<file path="src/rtl/mc_main_ctrl.sv">
// Multi-cycle MIPS main control FSM: decodes the IR opcode, sequences datapath
// enables, handshakes with a variable-latency memory and counts retired instructions.
`timescale 1ns/1ps
module mc_main_ctrl #(
  parameter int CNT_W = 32
) (
  input  logic             clk_i,
  input  logic             rst_i,
  input  logic [5:0]       instr_op_i,
  input  logic             zero_i,
  input  logic             mem_ready_i,
  output logic             pc_write_o,
  output logic             iord_o,
  output logic             mem_read_o,
  output logic             mem_write_o,
  output logic             ir_write_o,
  output logic             reg_dst_o,
  output logic             mem_to_reg_o,
  output logic             reg_write_o,
  output logic             alu_src_a_o,
  output logic [1:0]       alu_src_b_o,
  output logic [1:0]       pc_src_o,
  output logic [2:0]       alu_op_o,
  output logic [3:0]       state_o,
  output logic             illegal_o,
  output logic [CNT_W-1:0] retired_o
);

  typedef enum logic [3:0] {
    S_FETCH    = 4'd0,
    S_DECODE   = 4'd1,
    S_MEM_ADDR = 4'd2,
    S_MEM_RD   = 4'd3,
    S_MEM_WB   = 4'd4,
    S_MEM_WR   = 4'd5,
    S_R_EXEC   = 4'd6,
    S_R_WB     = 4'd7,
    S_BRANCH   = 4'd8,
    S_JUMP     = 4'd9,
    S_I_EXEC   = 4'd10,
    S_I_WB     = 4'd11,
    S_TRAP     = 4'd12
  } state_t;

  localparam logic [5:0] OP_RTYPE = 6'h00;
  localparam logic [5:0] OP_J     = 6'h02;
  localparam logic [5:0] OP_BEQ   = 6'h04;
  localparam logic [5:0] OP_BNE   = 6'h05;
  localparam logic [5:0] OP_ADDI  = 6'h08;
  localparam logic [5:0] OP_SLTI  = 6'h0A;
  localparam logic [5:0] OP_LW    = 6'h23;
  localparam logic [5:0] OP_SW    = 6'h2B;

  localparam logic [2:0] ALU_ADD = 3'd0;
  localparam logic [2:0] ALU_SUB = 3'd1;
  localparam logic [2:0] ALU_FN  = 3'd2;
  localparam logic [2:0] ALU_SLT = 3'd3;

  typedef struct packed {
    logic       pc_write;
    logic       iord;
    logic       mem_read;
    logic       mem_write;
    logic       ir_write;
    logic       reg_dst;
    logic       mem_to_reg;
    logic       reg_write;
    logic       alu_src_a;
    logic [1:0] alu_src_b;
    logic [1:0] pc_src;
    logic [2:0] alu_op;
  } ctrl_t;

  state_t           state_q, state_d;
  logic [5:0]       op_q;
  logic             illegal_q;
  logic [CNT_W-1:0] retired_q;
  logic             retire;
  ctrl_t            ctrl;

  always_ff @(posedge clk_i) begin
    if (rst_i) begin
      state_q   <= S_FETCH;
      op_q      <= '0;
      illegal_q <= 1'b0;
      retired_q <= '0;
    end else begin
      state_q <= state_d;
      if (state_q == S_DECODE) op_q <= instr_op_i;
      if (state_q == S_TRAP) illegal_q <= 1'b1;
      if (retire) retired_q <= retired_q + CNT_W'(1);
    end
  end

  // NOTE: every signal driven here gets its default first, so no path through
  // the case statement can leave one unassigned and infer a latch.
  always_comb begin
    ctrl    = '0;
    state_d = state_q;
    retire  = 1'b0;
    unique case (state_q)
      S_FETCH: begin
        ctrl.mem_read  = 1'b1;
        ctrl.alu_src_b = 2'd1;
        ctrl.alu_op    = ALU_ADD;
        if (mem_ready_i) begin
          ctrl.ir_write = 1'b1;
          ctrl.pc_write = 1'b1;
          state_d       = S_DECODE;
        end
      end
      S_DECODE: begin
        ctrl.alu_src_b = 2'd3;
        ctrl.alu_op    = ALU_ADD;
        case (instr_op_i)
          OP_RTYPE:        state_d = S_R_EXEC;
          OP_LW, OP_SW:    state_d = S_MEM_ADDR;
          OP_BEQ, OP_BNE:  state_d = S_BRANCH;
          OP_J:            state_d = S_JUMP;
          OP_ADDI,
          OP_SLTI:         state_d = S_I_EXEC;
          default:         state_d = S_TRAP;
        endcase
      end
      S_MEM_ADDR: begin
        ctrl.alu_src_a = 1'b1;
        ctrl.alu_src_b = 2'd2;
        ctrl.alu_op    = ALU_ADD;
        state_d        = (op_q == OP_LW) ? S_MEM_RD : S_MEM_WR;
      end
      S_MEM_RD: begin
        ctrl.iord     = 1'b1;
        ctrl.mem_read = 1'b1;
        if (mem_ready_i) state_d = S_MEM_WB;
      end
      S_MEM_WB: begin
        ctrl.reg_write  = 1'b1;
        ctrl.mem_to_reg = 1'b1;
        retire          = 1'b1;
        state_d         = S_FETCH;
      end
      S_MEM_WR: begin
        ctrl.iord      = 1'b1;
        ctrl.mem_write = 1'b1;
        if (mem_ready_i) begin
          retire  = 1'b1;
          state_d = S_FETCH;
        end
      end
      S_R_EXEC: begin
        ctrl.alu_src_a = 1'b1;
        ctrl.alu_op    = ALU_FN;
        state_d        = S_R_WB;
      end
      S_R_WB: begin
        ctrl.reg_write = 1'b1;
        ctrl.reg_dst   = 1'b1;
        retire         = 1'b1;
        state_d        = S_FETCH;
      end
      S_BRANCH: begin
        ctrl.alu_src_a = 1'b1;
        ctrl.alu_op    = ALU_SUB;
        ctrl.pc_src    = 2'd1;
        ctrl.pc_write  = ((op_q == OP_BEQ) && zero_i) || ((op_q == OP_BNE) && !zero_i);
        retire         = 1'b1;
        state_d        = S_FETCH;
      end
      S_JUMP: begin
        ctrl.pc_write = 1'b1;
        ctrl.pc_src   = 2'd2;
        retire        = 1'b1;
        state_d       = S_FETCH;
      end
      S_I_EXEC: begin
        ctrl.alu_src_a = 1'b1;
        ctrl.alu_src_b = 2'd2;
        ctrl.alu_op    = (op_q == OP_SLTI) ? ALU_SLT : ALU_ADD;
        state_d        = S_I_WB;
      end
      S_I_WB: begin
        ctrl.reg_write = 1'b1;
        retire         = 1'b1;
        state_d        = S_FETCH;
      end
      S_TRAP:  state_d = S_TRAP;
      default: state_d = S_FETCH;
    endcase
  end

  // Reset overrides the decode so no enable leaks out while the FSM is being reset.
  ctrl_t ctrl_out;
  assign ctrl_out = rst_i ? ctrl_t'('0) : ctrl;

  assign pc_write_o   = ctrl_out.pc_write;
  assign iord_o       = ctrl_out.iord;
  assign mem_read_o   = ctrl_out.mem_read;
  assign mem_write_o  = ctrl_out.mem_write;
  assign ir_write_o   = ctrl_out.ir_write;
  assign reg_dst_o    = ctrl_out.reg_dst;
  assign mem_to_reg_o = ctrl_out.mem_to_reg;
  assign reg_write_o  = ctrl_out.reg_write;
  assign alu_src_a_o  = ctrl_out.alu_src_a;
  assign alu_src_b_o  = ctrl_out.alu_src_b;
  assign pc_src_o     = ctrl_out.pc_src;
  assign alu_op_o     = ctrl_out.alu_op;
  assign state_o      = state_q;
  assign illegal_o    = illegal_q;
  assign retired_o    = retired_q;

endmodule
</file>
<file path="config.mk">
export PLATFORM = sky130hd
export DESIGN_NAME = mc_main_ctrl
export DESIGN_NICKNAME = d
export VERILOG_FILES = /design/src/rtl/mc_main_ctrl.sv
export SDC_FILE = /design/constraint.sdc
export NUM_CORES = 1
export LEC_CHECK = 0
export BUFFER_PORTS_ARGS = -buffer_cell sky130_fd_sc_hd__buf_2
export CORE_MARGIN = 3
export CORE_UTILIZATION = 50
export CTS_BUF_LIST = sky130_fd_sc_hd__clkbuf_8
export CTS_CLUSTER_SIZE = 20
export DETAILED_ROUTE_END_ITERATION = 6
export PLACE_DENSITY = 0.76
export RECOVER_POWER = 100
export SLEW_MARGIN = 40
export SYNTH_ARGS = -nofsm -noshare
export SYNTH_HDL_FRONTEND = slang
export SYNTH_SLANG_ARGS = --single-unit
</file>
<file path="constraint.sdc">
create_clock -name clk_i -period 3 [get_ports clk_i]
set_input_delay 0.3 -clock clk_i [delete_from_list [all_inputs] [get_ports clk_i]]
set_output_delay 0.3 -clock clk_i [all_outputs]
set_load 0.02 [all_outputs]
</file>
== Yosys cells after proc, flatten, opt, wreduce, memory -nomap -nowiden ==
Index checks and enable logic that the tools add are counted.
Widths: inputs -> output; s select.

* Bitwise operators: 0
* Add/sub/neg operators: 1
* Mux-type cells: 22
* Equality and inequality tests: 26
* Shift-type cells: 0
* Divide/modulo/power cells: 0
* Multipliers: 0
* Order comparisons: 0
* Reductions and logical operators: 16

{| class="wikitable"
|+ Operators by type and width
! cell !! count
|-
| $add 32x1->32 const B || 1
|-
| $pmux 4 s8 || 1
|-
| $eq 6x3->1 const B || 4
|-
| $eq 4x4->1 const B || 5
|-
| $pmux 4 s5 || 1
|-
| $eq 6x4->1 const B || 3
|-
| $eq 6x6->1 const B || 3
|-
| $eq 4x3->1 const B || 4
|-
| $mux 16 || 1
|-
| $mux 4 || 3
|-
| $pmux 2 s3 || 2
|-
| $reduce_or 2->1 || 6
|-
| $mux 1 || 9
|-
| $eq 4x2->1 const B || 2
|-
| $eq 6x2->1 const B || 1
|-
| $logic_not 6->1 || 1
|-
| $ne 2x2->1 const B || 3
|-
| $reduce_or 5->1 || 1
|-
| $eq 4x1->1 const B || 1
|-
| $logic_not 4->1 || 1
|-
| $pmux 2 s2 || 1
|-
| $reduce_or 4->1 || 1
|-
| $mux 3 || 1
|-
| $pmux 1 s3 || 1
|-
| 7 further kinds || 8
|}

* Bits in read-only memories: 0
* Latch bits: 0
* Register bits: 43
* Memories: 0
* Bits in writable memories: 0
* Input port bits: 10
* Word-level logic and storage cells: 69
* Output and inout port bits: 53

== Depth between registers and ports, before layout ==
* Word-level depth: 5
* Gate-level depth with buffers: 8
* Mapped depth without buffers: 6

== Worst setup path after synthesis ==
OpenSTA, ideal clock, no wires.

* Kind: reg2out
* Start point: reg state_q[0], in the netlist state_o[0]
* End point: out alu_op_o[0]
* Cell stages (with the launch flop): 7
* Data required time: 2.700 ns
* Setup slack: 0.323 ns
* Buffers on the path: 2
* Arrival time: 2.377 ns
* Cell sequence: dfxtp_1 clkbuf_1 nand2b_1 clkbuf_1 nor3b_1 nand3_1 a2111oi_0

* Cells in the longest elaborated chain, start to end: 3
* Elaborated cells on any way between the ends: 5
* Classes of those cells: 3 x eq/ne; 2 x mux

{| class="wikitable"
|+ RTL lines
! what !! RTL line !! RTL
|-
| start: declaration || 74 || <nowiki>state_t state_q, state_d;</nowiki>
|-
| start signal: assignment || 88 || <nowiki>state_q <= state_d;</nowiki>
|-
| $eq 4x4->1 or $eq 4x3->1 (tied branches) || 101 || <nowiki>unique case (state_q)</nowiki>
|-
| $pmux 2 s3 (*) || 101 ||
|-
| $mux 16 (*) || 193 || <nowiki>assign ctrl_out = rst_i ? ctrl_t'('0) : ctrl;</nowiki>
|-
| end: declaration || 23 || <nowiki>output logic [2:0] alu_op_o,</nowiki>
|}

Every way passes the cells marked *; elsewhere a longest branch is shown, timed or not.

== Worst setup path in the final report ==
* Start point: reg retired_q[2], in the netlist retired_o[2]
* End point: reg retired_q[29], in the netlist retired_o[29]

* Cells in the longest elaborated chain, start to end: 1

{| class="wikitable"
|+ RTL lines
! what !! RTL line !! RTL
|-
| start: declaration || 77 || <nowiki>logic [CNT_W-1:0] retired_q;</nowiki>
|-
| start signal: assignment || 91 || <nowiki>if (retire) retired_q <= retired_q + CNT_W'(1);</nowiki>
|-
| $add 32x1->32 || 91 ||
|}

Every way passes these cells.
A chain may end at the register's enable or synchronous reset.

==> metrics.csv <==
metric,value,unit
netlist area before placement,2420,um2
Static Leak,0.874,nW
Vias/cell,5.96,
ANT cells,0,
Post-route DRC,0,
Pwr Density,386,nW/um2
clk_skew,0.00777,ns
critical path launch point type,register,
IO Count,63,
Non-Filler Instances,419,
Worst R2R Start,retired_o[2],
sequential share of the synthesized area,0.356,
vias in the first global route,2116,
fmax,401,MHz
Root Driver,clkbuf_8,
R2R depth,5,
RePlAce Congestion,0.937,
GRT Total Usage,0.214,
Synth area leaders,"dfxtp_1 (36%), a21oi_1 (6.2%), nand2_1 (4.2%)",
DR pass1 iterations,4,
Fin. Hold Viols,0,
"Distinct cells, synth",47,
Async SR Flop Fraction,0,
first-pass GRT wire length,9.60,mm
Die Height,75.6,um
Initial DRC Count,159,
CP required,3.23,ns
post-cts resize count,0,
worst skew pair latency,0.29,ns
HP Class,in2reg,
setup total negative slack,0,ns
fraction of layout cells with a size suffix above 1,0.0790,
Gate Count Post-Synth,314,
Slew headroom,0.556,
area of the core,4500,um2
Post-Place Cells,411,
hold_buf cts,0,
CTS tree,yes,
GRT Residual Overflow,0,
Yosys top cell by area,dfxtp_1,
I/O Buffers,61,
Initial Util,0.537,
RSZ-0062 raised after global routing,false,
Max-Cap Viols,0,
Post-synth EDFFs,0,
Rows,24,
min Tclk post-route,2.50,ns
Setup WS post-layout,0.504,ns
largest net degree at the start of global routing,33,
hpwl dp,4.34,mm
syn avg cell area,7.70,um2
hold depth,3,
Post CTS Setup Buffer Count,0,
Crit Path Max Fanout,8,
main flop type after synthesis,dfxtp_1,
clock slew at reported path FFs,0.08,ns
crit path capture type,register,
Worst EP arrival,2.72,ns
die width,75.6,um
CTS Sinks,43,
initial antenna violation count,0,
Num CTS Buffers,5,
die area,5710,um2
H-tree depth,2,
Layout Nets,377,
Antenna Nets Post-Route,0,
final WL,6.09,mm
Syn-to-layout area delta,14.6,%
HP Start,instr_op_i[4],
end point of the worst hold path,op_q[4],
Final setup viols,0,
syn nets,325,
R2R Setup Slk,0.50,ns
Worst Setup Path Type,reg2reg,
share of the clock period used by the worst path,0.832,
WL per Instance,14.5,um
pre-CTS WS,0.551,ns
total number of vias,2497,
Peak VDD IR,0.000259,V
synthesized flop and latch total,43,
share of the synthesized area in the top cell type,0.356,
Final Slew Violations,0,
reg2reg end,retired_o[29],
outcome,"complete, no violations",
Yosys Warn Count,0,
slew at the pin closest to its max-slew limit,0.666,ns
clk buf depth,2,
logic make-up after synthesis:
logic type | after synthesis | share of synthesized area
AND/OR/NAND/NOR | 150 | 0.338
AO/OA/AOI/OAI | 70 | 0.181
flip-flops | 43 | 0.356
buffers and inverters | 30 | 0.0491
XOR/XNOR | 18 | 0.0652
adder cells (fa/ha/maj) | 1 | 0.00517
other | 1 | 0.00155
multiplexers | 1 | 0.00414
synth_stat cells (2+ instances only):
master,number
a2111oi_0,4
a21oi_1,30
nand2_1,27
and2_1,4
nor2b_1,4
nor3b_1,4
or4_1,10
or3_1,6
buf_2,2
dfxtp_1,43
o311ai_0,2
and3_1,4
clkbuf_1,20
xor2_1,7
xnor2_1,11
nand4_1,9
o31ai_1,11
inv_1,7
nor2_1,27
nand3_1,18
o21ai_0,12
o211ai_1,3
nor4_1,8
nor3_1,12
nand2b_1,5
and4_1,3
stage by stage:
stage          hold slack, ns   util  total power [mW]  instance area, um2
3_3_place_gp            0.445  0.610             0.728                2750
2_1_floorplan           0.436      -             0.692                2420
4_1_cts                 0.268  0.629              1.08                2830
3_5_place_dp            0.457  0.610             0.731                2750
6_report                0.279  0.616              1.07                2770
5_1_grt                 0.303  0.616              1.12                2770
where the power goes:
part | total, mW | internal [mW] | switching [mW]
clock | 0.353 | 0.159 | 0.194
sequential | 0.590 | 0.579 | 0.0110
combinational | 0.127 | 0.0406 | 0.0869
total | 1.07 | 0.779 | 0.292
flip-flops by register name, summed over array words and instances, names as in the netlist:
name,count
state_o,4
retired_o,32
op_q,6
illegal_o,1
worst max-delay path by stage:
stage                       startpoint             to  slack [ns]  cells after the start
final                     retired_o[2]  retired_o[29]        0.50                      5
after global routing        state_o[0]    alu_op_o[0]        0.32                      6
after CTS                   state_o[3]  retired_o[29]        0.55                      5
after detailed placement    state_o[3]  retired_o[29]        0.55                      5
after global placement    retired_o[3]  retired_o[29]        0.65                      5
after floorplan             state_o[0]    alu_op_o[0]        0.32                      6
critical path, stage by stage, from the launching register on:
cell and delay [ns]:
dfxtp_1 0.41, and3_1 0.27, or4b_1 0.59, or3_1 0.48, or4_1 0.53, a21oi_1 0.15
final cells by class:
class | count | area [um2]
flip-flops and latches | 43 | 861
clock buffers | 5 | 68.8
fillers | 439 | 1730
well taps | 52 | 65.1
inverters | 7 | 26.3
repair buffers | 68 | 290
clock inverters | 3 | 16.3
multi-input cells | 241 | 1450
metal layers:
layer  part of all wire  vias to the layer above  track usage
met5                  0                        -            0
met4              0.012                        0       0.0680
met3              0.053                        8       0.0435
met2               0.46                       71        0.346
met1               0.47                     1160        0.288
li1                   -                     1258            -
layout by cell type, fill, tap and decap left out, types with 11 or more instances in the layout:
master	netlist	routed
clkbuf_1	20	50
dfxtp_1	43	43
a21oi_1	30	30
nor2_1	27	27
nand2_1	27	27
nand3_1	18	18
buf_2	2	13
nor3_1	12	12
o21ai_0	12	12
xnor2_1	11	11
o31ai_1	11	11
(Power assumes the default switching activity.)
